## src/rtl/code_mem_arbiter.sv

```systemverilog
// code_mem_arbiter: shares the single code/data block-RAM port between the
// instruction fetch (port 0, read-only) and the memory stage / loader
// (port 1, read or write). One access is in flight at a time. Both ports are
// held off while the RAM reports that it is initialising.
module code_mem_arbiter #(
  parameter int ADDR_W   = 32,
  parameter int DATA_W   = 32,
  parameter int READ_LAT = 1,   // RAM read latency in cycles, 1..4
  parameter int MAX_WAIT = 4    // port-0 losses before port 0 is forced to win, 1..15
) (
  input  logic              i_clk_ma,
  input  logic              i_rst_ma,
  input  logic              i_mem_busy_ma,
  input  logic              i_req0_ma,
  input  logic [ADDR_W-1:0] i_addr0_ma,
  output logic              o_gnt0_ma,
  output logic              o_ack0_ma,
  input  logic              i_req1_ma,
  input  logic [3:0]        i_we1_ma,
  input  logic [ADDR_W-1:0] i_addr1_ma,
  input  logic [DATA_W-1:0] i_wdata1_ma,
  output logic              o_gnt1_ma,
  output logic              o_ack1_ma,
  output logic [DATA_W-1:0] o_rdata_ma,
  output logic [ADDR_W-1:0] o_mem_addr_ma,
  output logic [3:0]        o_mem_we_ma,
  output logic [DATA_W-1:0] o_mem_wdata_ma,
  input  logic [DATA_W-1:0] i_mem_rdata_ma,
  output logic              o_ready_ma
);

  typedef enum logic [1:0] {
    S_INIT,   // RAM initialising, nothing is accepted
    S_IDLE,   // accepting requests, arbitration happens here
    S_ISSUE,  // winner granted, command on the RAM port for one cycle
    S_WAIT    // waiting out the RAM read latency
  } state_t;

  localparam logic [2:0] LAT_LAST = 3'(READ_LAT);
  localparam logic [3:0] WAIT_MAX = 4'(MAX_WAIT);

  state_t            r_state,  w_state_nxt;
  logic [2:0]        r_lat,    w_lat_nxt;     // cycles since ISSUE
  logic [3:0]        r_wait,   w_wait_nxt;    // consecutive port-0 losses
  logic              r_sel1,   w_sel1_nxt;    // winner: 1 = port 1, 0 = port 0
  logic [ADDR_W-1:0] r_addr,   w_addr_nxt;
  logic [3:0]        r_we,     w_we_nxt;
  logic [DATA_W-1:0] r_wdata,  w_wdata_nxt;
  logic              w_win1;

  // The RAM command registers are held after ISSUE; only the write enable is
  // qualified by state, so the address/data lines simply keep the last command.
  assign o_mem_addr_ma  = r_addr;
  assign o_mem_wdata_ma = r_wdata;

  // State and captured-command registers, cleared asynchronously.
  always_ff @(posedge i_clk_ma or negedge i_rst_ma) begin
    if (!i_rst_ma) begin
      r_state <= S_INIT;
      r_lat   <= '0;
      r_wait  <= '0;
      r_sel1  <= 1'b0;
      r_addr  <= '0;
      r_we    <= '0;
      r_wdata <= '0;
    end else begin
      // NOTE: sequential state uses non-blocking assignments so every register
      // samples the pre-edge values regardless of statement order.
      r_state <= w_state_nxt;
      r_lat   <= w_lat_nxt;
      r_wait  <= w_wait_nxt;
      r_sel1  <= w_sel1_nxt;
      r_addr  <= w_addr_nxt;
      r_we    <= w_we_nxt;
      r_wdata <= w_wdata_nxt;
    end
  end

  // Next-state, arbitration and output decode.
  always_comb begin
    // NOTE: every signal written here gets a default first, so no path through
    // the case statement can leave one unassigned and infer a latch.
    w_state_nxt = r_state;
    w_lat_nxt   = r_lat;
    w_wait_nxt  = r_wait;
    w_sel1_nxt  = r_sel1;
    w_addr_nxt  = r_addr;
    w_we_nxt    = r_we;
    w_wdata_nxt = r_wdata;
    o_gnt0_ma   = 1'b0;
    o_gnt1_ma   = 1'b0;
    o_ack0_ma   = 1'b0;
    o_ack1_ma   = 1'b0;
    o_rdata_ma  = '0;
    o_mem_we_ma = '0;
    o_ready_ma  = 1'b0;

    // Port 1 wins by default; port 0 wins once it has lost MAX_WAIT times in a row.
    w_win1 = i_req1_ma && !(i_req0_ma && (r_wait == WAIT_MAX));

    unique case (r_state)
      S_INIT: begin
        w_lat_nxt  = '0;
        w_wait_nxt = '0;
        if (!i_mem_busy_ma) w_state_nxt = S_IDLE;
      end

      S_IDLE: begin
        o_ready_ma = !i_mem_busy_ma;
        if (i_mem_busy_ma) begin
          w_state_nxt = S_INIT;
          w_wait_nxt  = '0;
        end else if (i_req0_ma || i_req1_ma) begin
          w_state_nxt = S_ISSUE;
          w_sel1_nxt  = w_win1;
          if (w_win1) begin
            w_addr_nxt  = i_addr1_ma;
            w_we_nxt    = i_we1_ma;
            w_wdata_nxt = i_wdata1_ma;
            // Cannot overflow: at WAIT_MAX a competing port 0 always wins.
            if (i_req0_ma) w_wait_nxt = r_wait + 4'd1;
          end else begin
            w_addr_nxt  = i_addr0_ma;
            w_we_nxt    = '0;
            w_wdata_nxt = '0;
            w_wait_nxt  = '0;
          end
        end
      end

      S_ISSUE: begin
        o_gnt0_ma = !r_sel1;
        o_gnt1_ma = r_sel1;
        if (i_mem_busy_ma) begin
          // RAM went back into initialisation: drop the access, no write strobe.
          w_state_nxt = S_INIT;
          w_lat_nxt   = '0;
          w_wait_nxt  = '0;
        end else begin
          o_mem_we_ma = r_we;
          w_state_nxt = S_WAIT;
          w_lat_nxt   = 3'd1;
        end
      end

      S_WAIT: begin
        if (i_mem_busy_ma) begin
          w_state_nxt = S_INIT;
          w_lat_nxt   = '0;
          w_wait_nxt  = '0;
        end else if (r_lat == LAT_LAST) begin
          o_ack0_ma   = !r_sel1;
          o_ack1_ma   = r_sel1;
          o_rdata_ma  = i_mem_rdata_ma;
          w_state_nxt = S_IDLE;
          w_lat_nxt   = '0;
        end else begin
          w_lat_nxt = r_lat + 3'd1;
        end
      end

      default: w_state_nxt = S_INIT;
    endcase
  end

endmodule

```

## config.mk

```make
export PLATFORM = sky130hd
export DESIGN_NAME = code_mem_arbiter
export DESIGN_NICKNAME = d
export VERILOG_FILES = /design/src/rtl/code_mem_arbiter.sv
export SDC_FILE = /design/constraint.sdc
export NUM_CORES = 1
export LEC_CHECK = 0
export ABC_AREA = 1
export BUFFER_PORTS_ARGS = -buffer_cell sky130_fd_sc_hd__buf_2
export CAP_MARGIN = 30
export CORE_UTILIZATION = 45
export CTS_CLUSTER_DIAMETER = 60
export DETAILED_ROUTE_END_ITERATION = 16
export PLACE_DENSITY_LB_ADDON = 0.05
export RECOVER_POWER = 100
export SKIP_LAST_GASP = 1
export SLEW_MARGIN = 20
export SYNTH_ARGS = -nofsm -noshare
export SYNTH_HDL_FRONTEND = slang
export SYNTH_SLANG_ARGS = --single-unit
```

## constraint.sdc

```tcl
create_clock -name i_clk_ma -period 1.8 [get_ports i_clk_ma]
set_input_delay 0.18 -clock i_clk_ma [delete_from_list [all_inputs] [get_ports i_clk_ma]]
set_output_delay 0.18 -clock i_clk_ma [all_outputs]
set_load 0.005 [all_outputs]
```

==> metrics.yaml <==
outcome:
  status: "completed"
clocking:
  clk_latency_ns: 0.35
  path_clk_slew_ns: 0.09
  clockRootBuffer: "clkbuf_8"
  clock-sinks: 78
  htree_levels: 3
  clockBufferDepth: 2
  cts_tree: "built"
  cts_buffers: 9
floorplanning:
  rows: 35
  coreArea_um2: 9330
  initial_utilization: 0.468
  die_y_um: 100
  die_width_um: 100
  pin_count: 242
  dieArea_um2: 10100
detailed_routing:
  via_per_inst: 4.87
  wl_met1_um: 5140
  final_antenna_net_count: 0
  drt_first_pass_iters: 4
  wl_um: 11900
  wire_per_inst_um: 13.4
  wl_met2_um: 6040
  remaining_drc_errors: 0
  wl_met3_um: 594
  vias: 4336
  top_layer: "met4"
  drt_iter0_drc: 108
pwr:
  powerDensity_nw_per_um2: 1190
  cellLeakagePower_nw: 3.16
  finalPower_mw: 6.84
  irDropWorstVdd_mv: 0.709
global_route:
  grt_max_degree: 55
  grtUsageTotal: 0.231
  grt_overflow_total: 0
  grt_pass1_wl_um: 18500
  grt_pass1_vias: 3920
  grt_antenna_before_repair: 0
timing:
  fin_skew_ns: 0.0161
  setup_violations: 0
  tns_ns: 0
  rsz0062_at_grt: "yes"
  whs_ns: 0.0539
  worstMarginPinSlew_ns: 0.909
  worst_slack_ns: 0.0971
  fmax_ghz: 0.587
  slew_headroom: 0.394
  period_share: 0.946
  hold_viol: 0
  slew_viol_final: 0
  finalCriticalPeriod_ns: 1.70
place:
  pre_cts_slack_ns: 0.146
  place_inst: 873
  numPortBuffers: 241
  dp_hpwl_um: 8650
  place_congestion: 0.759
  placed_area_um2: 5570
worst_setup_path:
  worstReg2RegStart: "r_wait[0]$_DFFE_PN0P_"
  reg2reg_to: "o_mem_addr_ma[29]$_DFFE_PN0P_"
  crit_fanout: 35
  crit_arrival_ns: 1.52
  required_ns: 1.62
  critical_path_class: "reg2out"
  end_kind: "output port"
  r2r.worst_path.cells: 10
  start_kind: "register"
  rrSetupSlack_ns: 0.25
flow_run:
  cap_violations: 0
hold_path:
  hold_path_depth: 3
  hold_path_class: "in2reg"
  hold_start: "i_wdata1_ma[25]"
  holdPathEnd: "o_mem_wdata_ma[25]$_DFFE_PN0P_"
cells_and_area:
  finalNetCount: 896
  stdcell_area_um2: 5760
  layoutNonFillerInstCount: 891
  drive_gt1_frac: 0.365
  fin_util: 0.618
  antenna_cells: 0
  area_growth_pct: 32.1
  fill_cells: 854
logic_synthesis:
  syn_area_um2: 4360
  ys_seq_elements: 78
  syn_inst: 530
  yosysSeqAreaShare: 0.447
  ys_warn_count: 0
  synth_nets: 669
  synth_area_per_cell_um2: 8.23
  ys_types: 29
[routing by layer]
layer	up-vias	GRT usage
met2	141	0.404
met5	-	0
met3	16	0.0437
met1	2014	0.294
li1	2165	-
met4	0	0.0635
[power breakdown]
part	internal (mW)	leakage [nW]	switching, mW
combinational	1.02	2.05	1.51
sequential	2.47	0.998	0.389
clock	0.791	0.107	0.659
total	4.28	3.16	2.56
[synth_stat cells]
| cell type | number | area share |
|---|---|---|
| a21oi_1 | 2 | 0.0023 |
| o21ai_2 | 1 | 0.0020 |
| nor2_1 | 13 | 0.011 |
| nand4_1 | 2 | 0.0029 |
| nor2_8 | 1 | 0.0046 |
| inv_2 | 3 | 0.0026 |
| nor3b_1 | 4 | 0.0069 |
| o21ai_0 | 12 | 0.014 |
| o21ai_1 | 87 | 0.10 |
| nand3_1 | 35 | 0.040 |
| o22ai_1 | 6 | 0.0086 |
| buf_6 | 15 | 0.039 |
| nor3b_2 | 28 | 0.080 |
| nand2_2 | 3 | 0.0043 |
| clkbuf_2 | 4 | 0.0046 |
| inv_1 | 53 | 0.046 |
| buf_1 | 5 | 0.0043 |
| xnor2_1 | 1 | 0.0020 |
| dfrtp_1 | 78 | 0.45 |
| buf_2 | 8 | 0.0092 |
| o211ai_1 | 1 | 0.0017 |
| ha_1 | 2 | 0.0057 |
| nand3_2 | 2 | 0.0046 |
| nand2_4 | 2 | 0.0052 |
| nor3_1 | 2 | 0.0023 |
| buf_4 | 5 | 0.0086 |
| nand2_1 | 150 | 0.13 |
| nor2_4 | 4 | 0.010 |
| nor2_2 | 1 | 0.0014 |
[what timing repair did]
item,CTS,global route
setup endpoints to repair,34,38
hold buffers,1,0
hold endpoints to repair,35,0
pin swaps,0,1
gates resized for setup,2,4
buffers inserted,0,1
cloned,0,0
[cells in the final DEF (no fill, tap or decap), types with 3 or more instances in the layout]
master      n
nand3_1    34
buf_4       7
clkbuf_8    9
nand2_1   150
nand3_2     3
buf_2     203
nor2_4      4
nand2_2     3
o22ai_1     6
nor3b_2    28
nor2_1     12
o21ai_0    12
inv_1      53
clkbuf_1   37
dfrtp_1    77
nor3b_1     4
o21ai_1    87
[worst max-delay path by stage]
stage / start / to / slack [ns] / cells after the start
floorplan: r_wait[0]$_DFFE_PN0P_ / r_wait[0]$_DFFE_PN0P_ / 0.46 / 10
global placement: r_state[1]$_DFFE_PN0P_ / o_rdata_ma[31] / 0.22 / 5
detailed placement: r_state[1]$_DFFE_PN0P_ / o_rdata_ma[14] / 0.15 / 5
CTS: r_lat[1]$_DFFE_PN0P_ / o_rdata_ma[14] / 0.002 / 5
global route: r_state[1]$_DFFE_PN0P_ / o_rdata_ma[20] / -0.01 / 5
finish: r_lat[1]$_DFFE_PN0P_ / o_rdata_ma[14] / 0.1 / 5
[cell type report]
class | instances | area [um^2] | share of cell area
Clock buffer | 10 | 128 | 0.0221
Clock inverter | 6 | 93.8 | 0.0163
Inverter | 56 | 218 | 0.0378
Multi-Input combinational cell | 359 | 1920 | 0.334
Sequential cell | 78 | 1950 | 0.339
Tap cell | 129 | 161 | 0.0280
Timing Repair Buffer | 253 | 1280 | 0.223
[sequential cells by signal, summed over array words and instances, names as in the netlist]
name	count
o_mem_wdata_ma	32
r_sel1	1
r_wait	4
o_mem_addr_ma	32
r_lat	3
r_we	4
r_state	2
[cells by family after synthesis]
kind of cell / count (synthesis) / synth area share
AND/OR/NAND/NOR: 247 / 0.303
AO/OA/AOI/OAI: 109 / 0.128
buffers and inverters: 93 / 0.114
XOR/XNOR: 1 / 0.00201
flip-flops: 78 / 0.447
adder cells (fa/ha/maj): 2 / 0.00573
[critical path: stages (launching register included)]
cell and delay (ns):
dfrtp_1 0.40, inv_1 0.11, nand3_2 0.08, buf_6 0.22, nor3b_1 0.22, buf_2 0.14
(Power assumes the default switching activity.)
